`src/rtl/div_unit_pkg.sv`:
```
// Shared state encoding and control codes for the iterative divider.
package div_unit_pkg;

  typedef enum logic [1:0] {
    DIV_IDLE = 2'd0,
    DIV_BUSY = 2'd1,
    DIV_ZERO = 2'd2,
    DIV_DONE = 2'd3
  } div_state_t;

  localparam logic DIV_CONTROL  = 1'b1;
  localparam logic DIVU_CONTROL = 1'b0;

endpackage

```
`src/rtl/div_unit.sv`:
```
// Radix-2 restoring DIV/DIVU divider; result pulse DATA_W+1 cycles after accept (2 on divide by zero).
// No backpressure: div_start dropping or div_annul aborts BUSY/ZERO, and div_lo/div_hi hold until the next DONE.
module div_unit
  import div_unit_pkg::*;
#(
  parameter int DATA_W = 32
) (
  input  logic              clk,
  input  logic              resetn,
  input  logic              div_start,
  input  logic              div_signed,
  input  logic              div_annul,
  input  logic [DATA_W-1:0] div_a,
  input  logic [DATA_W-1:0] div_b,
  output logic              div_ready,
  output logic [DATA_W-1:0] div_lo,
  output logic [DATA_W-1:0] div_hi
);

  localparam int CNT_W = $clog2(DATA_W) + 1;
  localparam logic [DATA_W-1:0] ONE = {{(DATA_W-1){1'b0}}, 1'b1};
  localparam logic [CNT_W-1:0] LAST_STEP = CNT_W'(DATA_W - 1);

  function automatic logic [DATA_W-1:0] neg_if(input logic [DATA_W-1:0] x, input logic n);
    return n ? (~x + ONE) : x;
  endfunction

  div_state_t          state_q, state_d;
  logic [CNT_W-1:0]    cnt_q, cnt_d;
  logic [2*DATA_W-1:0] work_q, work_d;
  logic [DATA_W-1:0]   divisor_q, divisor_d;
  logic                q_neg_q, q_neg_d;
  logic                r_neg_q, r_neg_d;
  logic [DATA_W-1:0]   lo_q, lo_d;
  logic [DATA_W-1:0]   hi_q, hi_d;
  logic                ready_q, ready_d;

  logic                sgn_in;
  logic [DATA_W-1:0]   a_mag, b_mag;
  logic [DATA_W:0]     rem_sh;
  logic                rem_ge;
  logic [DATA_W-1:0]   rem_nx, quo_nx;
  logic                abort;

  assign sgn_in = (div_signed == DIV_CONTROL);
  assign a_mag  = neg_if(div_a, sgn_in & div_a[DATA_W-1]);
  assign b_mag  = neg_if(div_b, sgn_in & div_b[DATA_W-1]);
  assign abort  = div_annul | ~div_start;

  // The shifted partial remainder can need DATA_W+1 bits when the divisor has its MSB set.
  assign rem_sh = work_q[2*DATA_W-1:DATA_W-1];
  assign rem_ge = (rem_sh >= {1'b0, divisor_q});
  assign rem_nx = rem_ge ? (rem_sh[DATA_W-1:0] - divisor_q) : rem_sh[DATA_W-1:0];
  assign quo_nx = {work_q[DATA_W-2:0], rem_ge};

  always_comb begin
    state_d   = state_q;
    cnt_d     = cnt_q;
    work_d    = work_q;
    divisor_d = divisor_q;
    q_neg_d   = q_neg_q;
    r_neg_d   = r_neg_q;
    lo_d      = lo_q;
    hi_d      = hi_q;
    ready_d   = 1'b0;

    case (state_q)
      DIV_IDLE: begin
        if (div_start && !div_annul) begin
          work_d    = {{DATA_W{1'b0}}, a_mag};
          divisor_d = b_mag;
          q_neg_d   = sgn_in & (div_a[DATA_W-1] ^ div_b[DATA_W-1]);
          r_neg_d   = sgn_in & div_a[DATA_W-1];
          cnt_d     = '0;
          state_d   = (b_mag == '0) ? DIV_ZERO : DIV_BUSY;
        end
      end
      DIV_BUSY: begin
        if (abort) begin
          state_d = DIV_IDLE;
        end else begin
          work_d = {rem_nx, quo_nx};
          cnt_d  = cnt_q + CNT_W'(1);
          if (cnt_q == LAST_STEP) begin
            state_d = DIV_DONE;
            ready_d = 1'b1;
            lo_d    = neg_if(quo_nx, q_neg_q);
            hi_d    = neg_if(rem_nx, r_neg_q);
          end
        end
      end
      DIV_ZERO: begin
        if (abort) begin
          state_d = DIV_IDLE;
        end else begin
          state_d = DIV_DONE;
          ready_d = 1'b1;
          lo_d    = neg_if({DATA_W{1'b1}}, q_neg_q);
          hi_d    = neg_if(work_q[DATA_W-1:0], r_neg_q);
        end
      end
      DIV_DONE: begin
        // Result was registered on entry; aborts here are left to the pipeline flush.
        state_d = DIV_IDLE;
      end
      default: begin
        state_d = DIV_IDLE;
      end
    endcase
  end

  always_ff @(posedge clk or negedge resetn) begin
    if (!resetn) begin
      state_q   <= DIV_IDLE;
      cnt_q     <= '0;
      work_q    <= '0;
      divisor_q <= '0;
      q_neg_q   <= 1'b0;
      r_neg_q   <= 1'b0;
      lo_q      <= '0;
      hi_q      <= '0;
      ready_q   <= 1'b0;
    end else begin
      state_q   <= state_d;
      cnt_q     <= cnt_d;
      work_q    <= work_d;
      divisor_q <= divisor_d;
      q_neg_q   <= q_neg_d;
      r_neg_q   <= r_neg_d;
      lo_q      <= lo_d;
      hi_q      <= hi_d;
      ready_q   <= ready_d;
    end
  end

  assign div_ready = ready_q;
  assign div_lo    = lo_q;
  assign div_hi    = hi_q;

endmodule

```
`config.mk`:
```
export PLATFORM = sky130hd
export DESIGN_NAME = div_unit
export DESIGN_NICKNAME = d
export VERILOG_FILES = /design/src/rtl/div_unit_pkg.sv /design/src/rtl/div_unit.sv
export SDC_FILE = /design/constraint.sdc
export NUM_CORES = 1
export LEC_CHECK = 0
export CAP_MARGIN = 0
export CORE_MARGIN = 3
export CORE_UTILIZATION = 36
export CTS_CLUSTER_DIAMETER = 100
export DETAILED_ROUTE_END_ITERATION = 12
export PLACE_DENSITY = 0.64
export SETUP_SLACK_MARGIN = 0.3
export SLEW_MARGIN = 20
export SYNTH_ARGS = -nofsm -noshare
export SYNTH_HDL_FRONTEND = slang
export SYNTH_SLANG_ARGS = --single-unit
```
`constraint.sdc`:
```
create_clock -name clk -period 5.5 [get_ports clk]
set_clock_uncertainty 0.15 [all_clocks]
set_input_delay 1.1 -clock clk [delete_from_list [all_inputs] [get_ports clk]]
set_output_delay 1.1 -clock clk [all_outputs]
set_load 0.01 [all_outputs]
```
==> metrics, run 1 <==
status complete, no violations; Placed Cells 2369; RSZ-0062 raised after global routing false; I/O pins 134; EDFF count, synth 0; Crit path arrival time 5.17 ns; pin count of the biggest net entering global routing 90; area grow syn2layout 17.7%; Max-Cap Viols 0; Cell Area, Placed 15600 sq um; Crit. End Element flip-flop; Least-Margin Pin Slew 0.897 ns; Die Y 202 um; Die ar. 40800 sq um; Mapped Nets 1920; Hold Crit Class flip-flop to flip-flop; antenna violations before repair 0; area leader, netlist dfrtp_1; Seq/Total Area, Yosys 31.0%; setup violators final 0; Post-synth top flop dfrtp_1; DRC 0; Worst-path clk slew 0.07 ns; LEAKAGE 6.44 nW; most common cell after layout, fill and taps aside nand2_1; post-synthesis cell type count between 90 and 100; Mapped Area 13800 sq um; Max-slew headroom 38.6%; Final period util approximately nine tenths; Fin. Hold Viols 0; Multi-input gate area 8850 sq um; Vias/cell 5.71; row count 71; Final Instance Count excl. Fillers 2402; die extent in x slightly above 200 um; Worst Setup Start Kind flip-flop; Async SR Flop Fraction between 90% and 100%; GRT Overall Usage 22.4%; global route total overflow 0; vias 13723; CTS Buf Count 17; worst-path fanout max 10; setup TNS 0 ns; synth warn 0; final WL between 40000 and 50000 um; max-slew violations 0; Yosys reg bits 171; routability cong. ~0.9; CTS Buffer Depth 2; Worst Path Required between 5 and 6 ns; clk root buf clkbuf_16; First DRT Iteration DRCs 1421; Peak VDD IR 0.000348 V; vias in the first global route 12898; IO buf count 133; setup slack after layout 0.504 ns; core area around 38000 sq um; Syn Area/Cell around 7.6 sq um; Yosys top cell area share 31.0%; Routed WL per cell 19.6 um; first-pass GRT wire length between 70000 and 80000 um; ranking of synthesized cells by area dfrtp_1 (31%), o21ai_0 (8.0%), nand2_1 (6.9%), nor2_1 (5.1%), a21oi_1 (5.0%); cells on worst reg2reg path 18; Tmin final about 5 ns; Skew-Pair Late Insertion Delay 0.45 ns; fin area 16300 sq um; f_max 0.200 GHz; CTS H-tree depth 4; WHS Path Cells 2; FILL cells 3839; Nets between 1500 and 2000; Place WS between 0.5 and 0.6 ns; drt pass-1 iters 6; number of diodes 0; number of clock sinks 171; WS Path Type flip-flop to flip-flop; most frequent cells in the layout nand2_1 (251), o21ai_0 (221), nor2_1 (186); DP Wirelength roughly 36000 um; Post-DRT Antenna Nets 0; CTS tree built; Initial Util ~37%; FF+latch area 4280 sq um; Setup Buffers After CTS 0; share of cells above drive strength 1 6.98%; P per Cell Area 758 nW/um^2; Syn Inst Count 1808
-- Yosys cell counts, types with 9 or more instances --
master,instances
clkbuf_1,92
nor2_1,186
buf_2,11
or2_2,9
or4_1,17
buf_1,10
o22ai_1,14
o21a_1,11
ha_1,42
nor3_1,62
and2_1,16
xor2_1,66
nand2b_1,14
nand2_1,253
a21oi_1,139
nor4_1,15
o31ai_1,27
a31oi_1,16
dfrtp_1,171
o21ai_0,221
nand3_1,23
mux2i_1,26
inv_1,60
xnor2_1,64
a2111oi_0,20
nand4_1,19
or3_1,29
-- area by class of cell --
class,count,area share (%)
clock buffers,20,2.87
clock inverters,12,0.801
inverters,62,1.43
multi-input cells,1455,54.5
flip-flops and latches,171,26.3
well taps,511,3.93
repair buffers,171,10.2
-- flip-flops by register name (all words and copies together), names as in the netlist --
signal / cells
cnt_q: 6
div_hi: 32
div_lo: 32
div_ready: 1
divisor_q: 32
q_neg_q: 1
r_neg_q: 1
state_q: 2
work_q: 64
-- worst paths after layout --
kind,start,endpoint,slack [ns]
setup / recovery,work_q[37],div_hi[22],0.50
hold / removal,div_lo[5],div_lo[5],0.33
setup reg to reg,work_q[37],div_hi[22],0.50
hold reg to reg,div_lo[5],div_lo[5],0.33
max in group asynchronous,resetn,divisor_q[15],3.68
min in group asynchronous,resetn,div_lo[11],0.55
-- logic make-up after synthesis --
logic type               Yosys count  share of synthesized area [%]
AO/OA/AOI/OAI                    559                           25.3
buffers and inverters            182                           5.26
AND/OR/NAND/NOR                  693                           24.0
flip-flops                       171                           31.0
adder cells (fa/ha/maj)           43                           3.95
multiplexers                      30                           2.29
XOR/XNOR                         130                           8.24
-- per-stage QoR --
step                total power [W]  util (%)  hold WS (ns)
detailed placement           0.0108      41.3         0.320
floorplan                   0.00814         -         0.300
global placement             0.0107      41.3         0.314
global route                 0.0132      43.0         0.358
CTS                          0.0121      42.9         0.337
finish                       0.0123      43.0         0.329
-- worst max-delay path: stages (launching register included) --
cell and delay [ns]:
dfrtp_1 0.43, ha_1 0.44, a21oi_2 0.26, o21ai_1 0.16, a31oi_4 0.30, nor2_1 0.15
nor3_4 0.26, nor2_4 0.08, inv_2 0.07, mux2i_1 0.27, ha_1 0.22, nor4bb_2 0.36
or4b_1 0.49, nor3_2 0.18, o22ai_2 0.14, or2_1 0.27, o21ai_0 0.21, xor2_1 0.10
a221o_1 0.33
-- report_power, final --
group / internal [W] / switching, W / total (W)
sequential: 0.00182 / 0.000760 / 0.00258
clock: 0.000676 / 0.000594 / 0.00127
combinational: 0.00324 / 0.00522 / 0.00846
-- layer usage --
layer / global-route usage [%] / part of all wire, % / vias up
met1: 32.6 / 47 / 6575
met5: 0 / 0 / -
met3: 3.46 / 6.6 / 64
met4: 5.58 / 2.0 / 0
li1: - / - / 6592
met2: 34.8 / 45 / 492
-- what timing repair did --
action | in CTS | in global routing
setup endpoints to repair | 0 | 7
resized for setup | 0 | 5
hold buffers | 0 | 0
hold endpoints to repair | 0 | 0
Power figures use the tool's default switching activity.
==> run 2, diff against run 1 <==
--- a/config.mk
+++ b/config.mk
@@ -10,7 +10,8 @@
 export CORE_UTILIZATION = 36
 export CTS_CLUSTER_DIAMETER = 100
 export DETAILED_ROUTE_END_ITERATION = 12
-export PLACE_DENSITY = 0.64
+export MAX_ROUTING_LAYER = met4
+export PLACE_DENSITY = 0.62
 export SETUP_SLACK_MARGIN = 0.3
 export SLEW_MARGIN = 20
 export SYNTH_ARGS = -nofsm -noshare
==> constraint.sdc (replaced) <==
create_clock -name clk -period 5.9 [get_ports clk]
set_clock_uncertainty 0.15 [all_clocks]
set_input_delay 1.18 -clock clk [delete_from_list [all_inputs] [get_ports clk]]
set_output_delay 1.18 -clock clk [all_outputs]
set_load 0.01 [all_outputs]
==> metrics, run 2 (synthesis results as in run 1) <==
row count 71; core area roughly 38000 sq um; pin count of the biggest net entering global routing 91; Biggest register work_q; Fin. Hold Viols 0; reg2reg end div_hi[24]; CTS Buffer Depth 2; clk root buf clkbuf_16; Peak VDD IR ~0.00043 V; Crit path arrival time 5.57 ns; setup slack, reg-to-reg 0.52 ns; fin area around 16000 sq um; IO buf count 133; Max-Cap Viols 0; Die ar. 40800 sq um; Max-slew headroom 39.6%; setup violators final 0; WS Path Type flip-flop to flip-flop; Worst Path Required just over 6 ns; Setup crit end div_hi[24]; First DRT Iteration DRCs 1278; Worst-path clk slew 0.08 ns; Nets between 1500 and 2000; fin util a little over two fifths; vias 13565; Post-DRT Antenna Nets 0; number of diodes 0; f_max 0.186 GHz; number of clock sinks ~170; status complete, no violations; most common cell after layout, fill and taps aside nand2_1; DRC 0; Worst Setup Start Kind flip-flop; DP Wirelength 35500 um; Die Y 202 um; Routed WL per cell 19.2 um; Hold Slack 0.328 ns; die extent in x 202 um; most frequent cells in the layout nand2_1 (251), o21ai_0 (221), nor2_1 (186); CTS Buf Count 17; antenna violations before repair 0; CTS H-tree depth 4; setup TNS 0 ns; GRT Overall Usage roughly 23%; P per Cell Area around 700 nW/um^2; Skew-Pair Late Insertion Delay 0.45 ns; global route total overflow 0; Cell Area, Placed between 15000 and 20000 sq um; cells on worst reg2reg path 18; Initial Util 36.6%; Tmin final ~5.4 ns; worst-path fanout max 7; I/O pins 134; drt pass-1 iters 5; first-pass GRT wire length 72400 um; Crit. End Element flip-flop; Crit. Startpoint work_q[57]; CTS tree built; final WL 46000 um; Final period util 91.2%; max-slew violations 0; Hold Crit Class flip-flop to flip-flop; routability cong. about 0.95; share of cells above drive strength 1 6.53%; LEAKAGE roughly 6.4 nW; vias in the first global route 12775; flip-flop count of the largest register after layout 64; RSZ-0062 raised after global routing false; area grow syn2layout 17.0%; Least-Margin Pin Slew 0.898 ns; Pwr Total roughly 0.011 W; launching point of the worst reg2reg path work_q[57]; Vias/cell 5.66
==> run 2: report_power, final <==
part	switching [W]	internal [W]	total (W)
clock	0.000533	0.000617	0.00115
combinational	0.00483	0.00298	0.00781
sequential	0.000695	0.00170	0.00239
==> run 2: layout make-up <==
| class | instances | area (sq um) |
|---|---|---|
| clock buffers | 20 | 457 |
| clock inverters | 12 | 129 |
| fillers | 3831 | 21600 |
| inverters | 62 | 233 |
| multi-input cells | 1455 | 8830 |
| flip-flops and latches | 171 | 4280 |
| well taps | 511 | 639 |
| repair buffers | 165 | 1590 |
==> run 2: critical path, cell delays in order, from the launching register on <==
cell,delay (ns)
dfrtp_1,0.39
ha_1,0.40
a21oi_1,0.26
o21ai_1,0.16
a2111oi_4,0.47
nand3_2,0.17
nor3_4,0.33
nor2_4,0.11
inv_2,0.08
mux2i_1,0.30
ha_1,0.22
nor4bb_1,0.34
or4b_1,0.48
nor3_1,0.26
o22ai_2,0.20
nor4_2,0.41
nor2_1,0.09
xnor2_1,0.13
a221o_1,0.32
==> run 2: worst min-delay path by stage <==
stage,to,cells after the start,from
after floorplan,divisor_q[10],2,divisor_q[10]
after global placement,div_hi[14],2,div_hi[14]
after detailed placement,div_lo[2],2,div_lo[2]
after CTS,divisor_q[23],2,divisor_q[23]
after global routing,div_hi[14],2,div_hi[14]
final,div_lo[2],2,div_lo[2]
==> run 2: stage by stage <==
step | cells | setup WS (ns)
finish | 2396 | 0.522
global route | 2396 | 0.314
CTS | 2394 | 0.359
detailed placement | 2362 | 0.404
global placement | 2362 | 0.580
floorplan | 1808 | 0.751
==> run 2: what timing repair did <==
action                     4_1_cts  5_1_grt
hold buffers                     0        0
gates resized for setup          0        2
buffers inserted                 0        2
hold endpoints to repair         0        0
setup endpoints to repair        0        8
==> run 2: metal layers <==
metal  share of wire (%)  track usage [%]  vias up
met2                  43             32.9      444
li1                    -                -     6578
met5                   0                -        -
met3                 5.9             3.40       63
met4                 2.3             6.75        0
met1                  49             33.1     6480
==> run 3, diff against run 2 <==
--- a/config.mk
+++ b/config.mk
@@ -5,6 +5,7 @@
 export SDC_FILE = /design/constraint.sdc
 export NUM_CORES = 1
 export LEC_CHECK = 0
+export ABC_CLOCK_PERIOD_IN_PS = 5900
 export CAP_MARGIN = 0
 export CORE_MARGIN = 3
 export CORE_UTILIZATION = 36
==> results of run 3 <==
No change in the layout: final DEF, timing and power equal those of run 2.
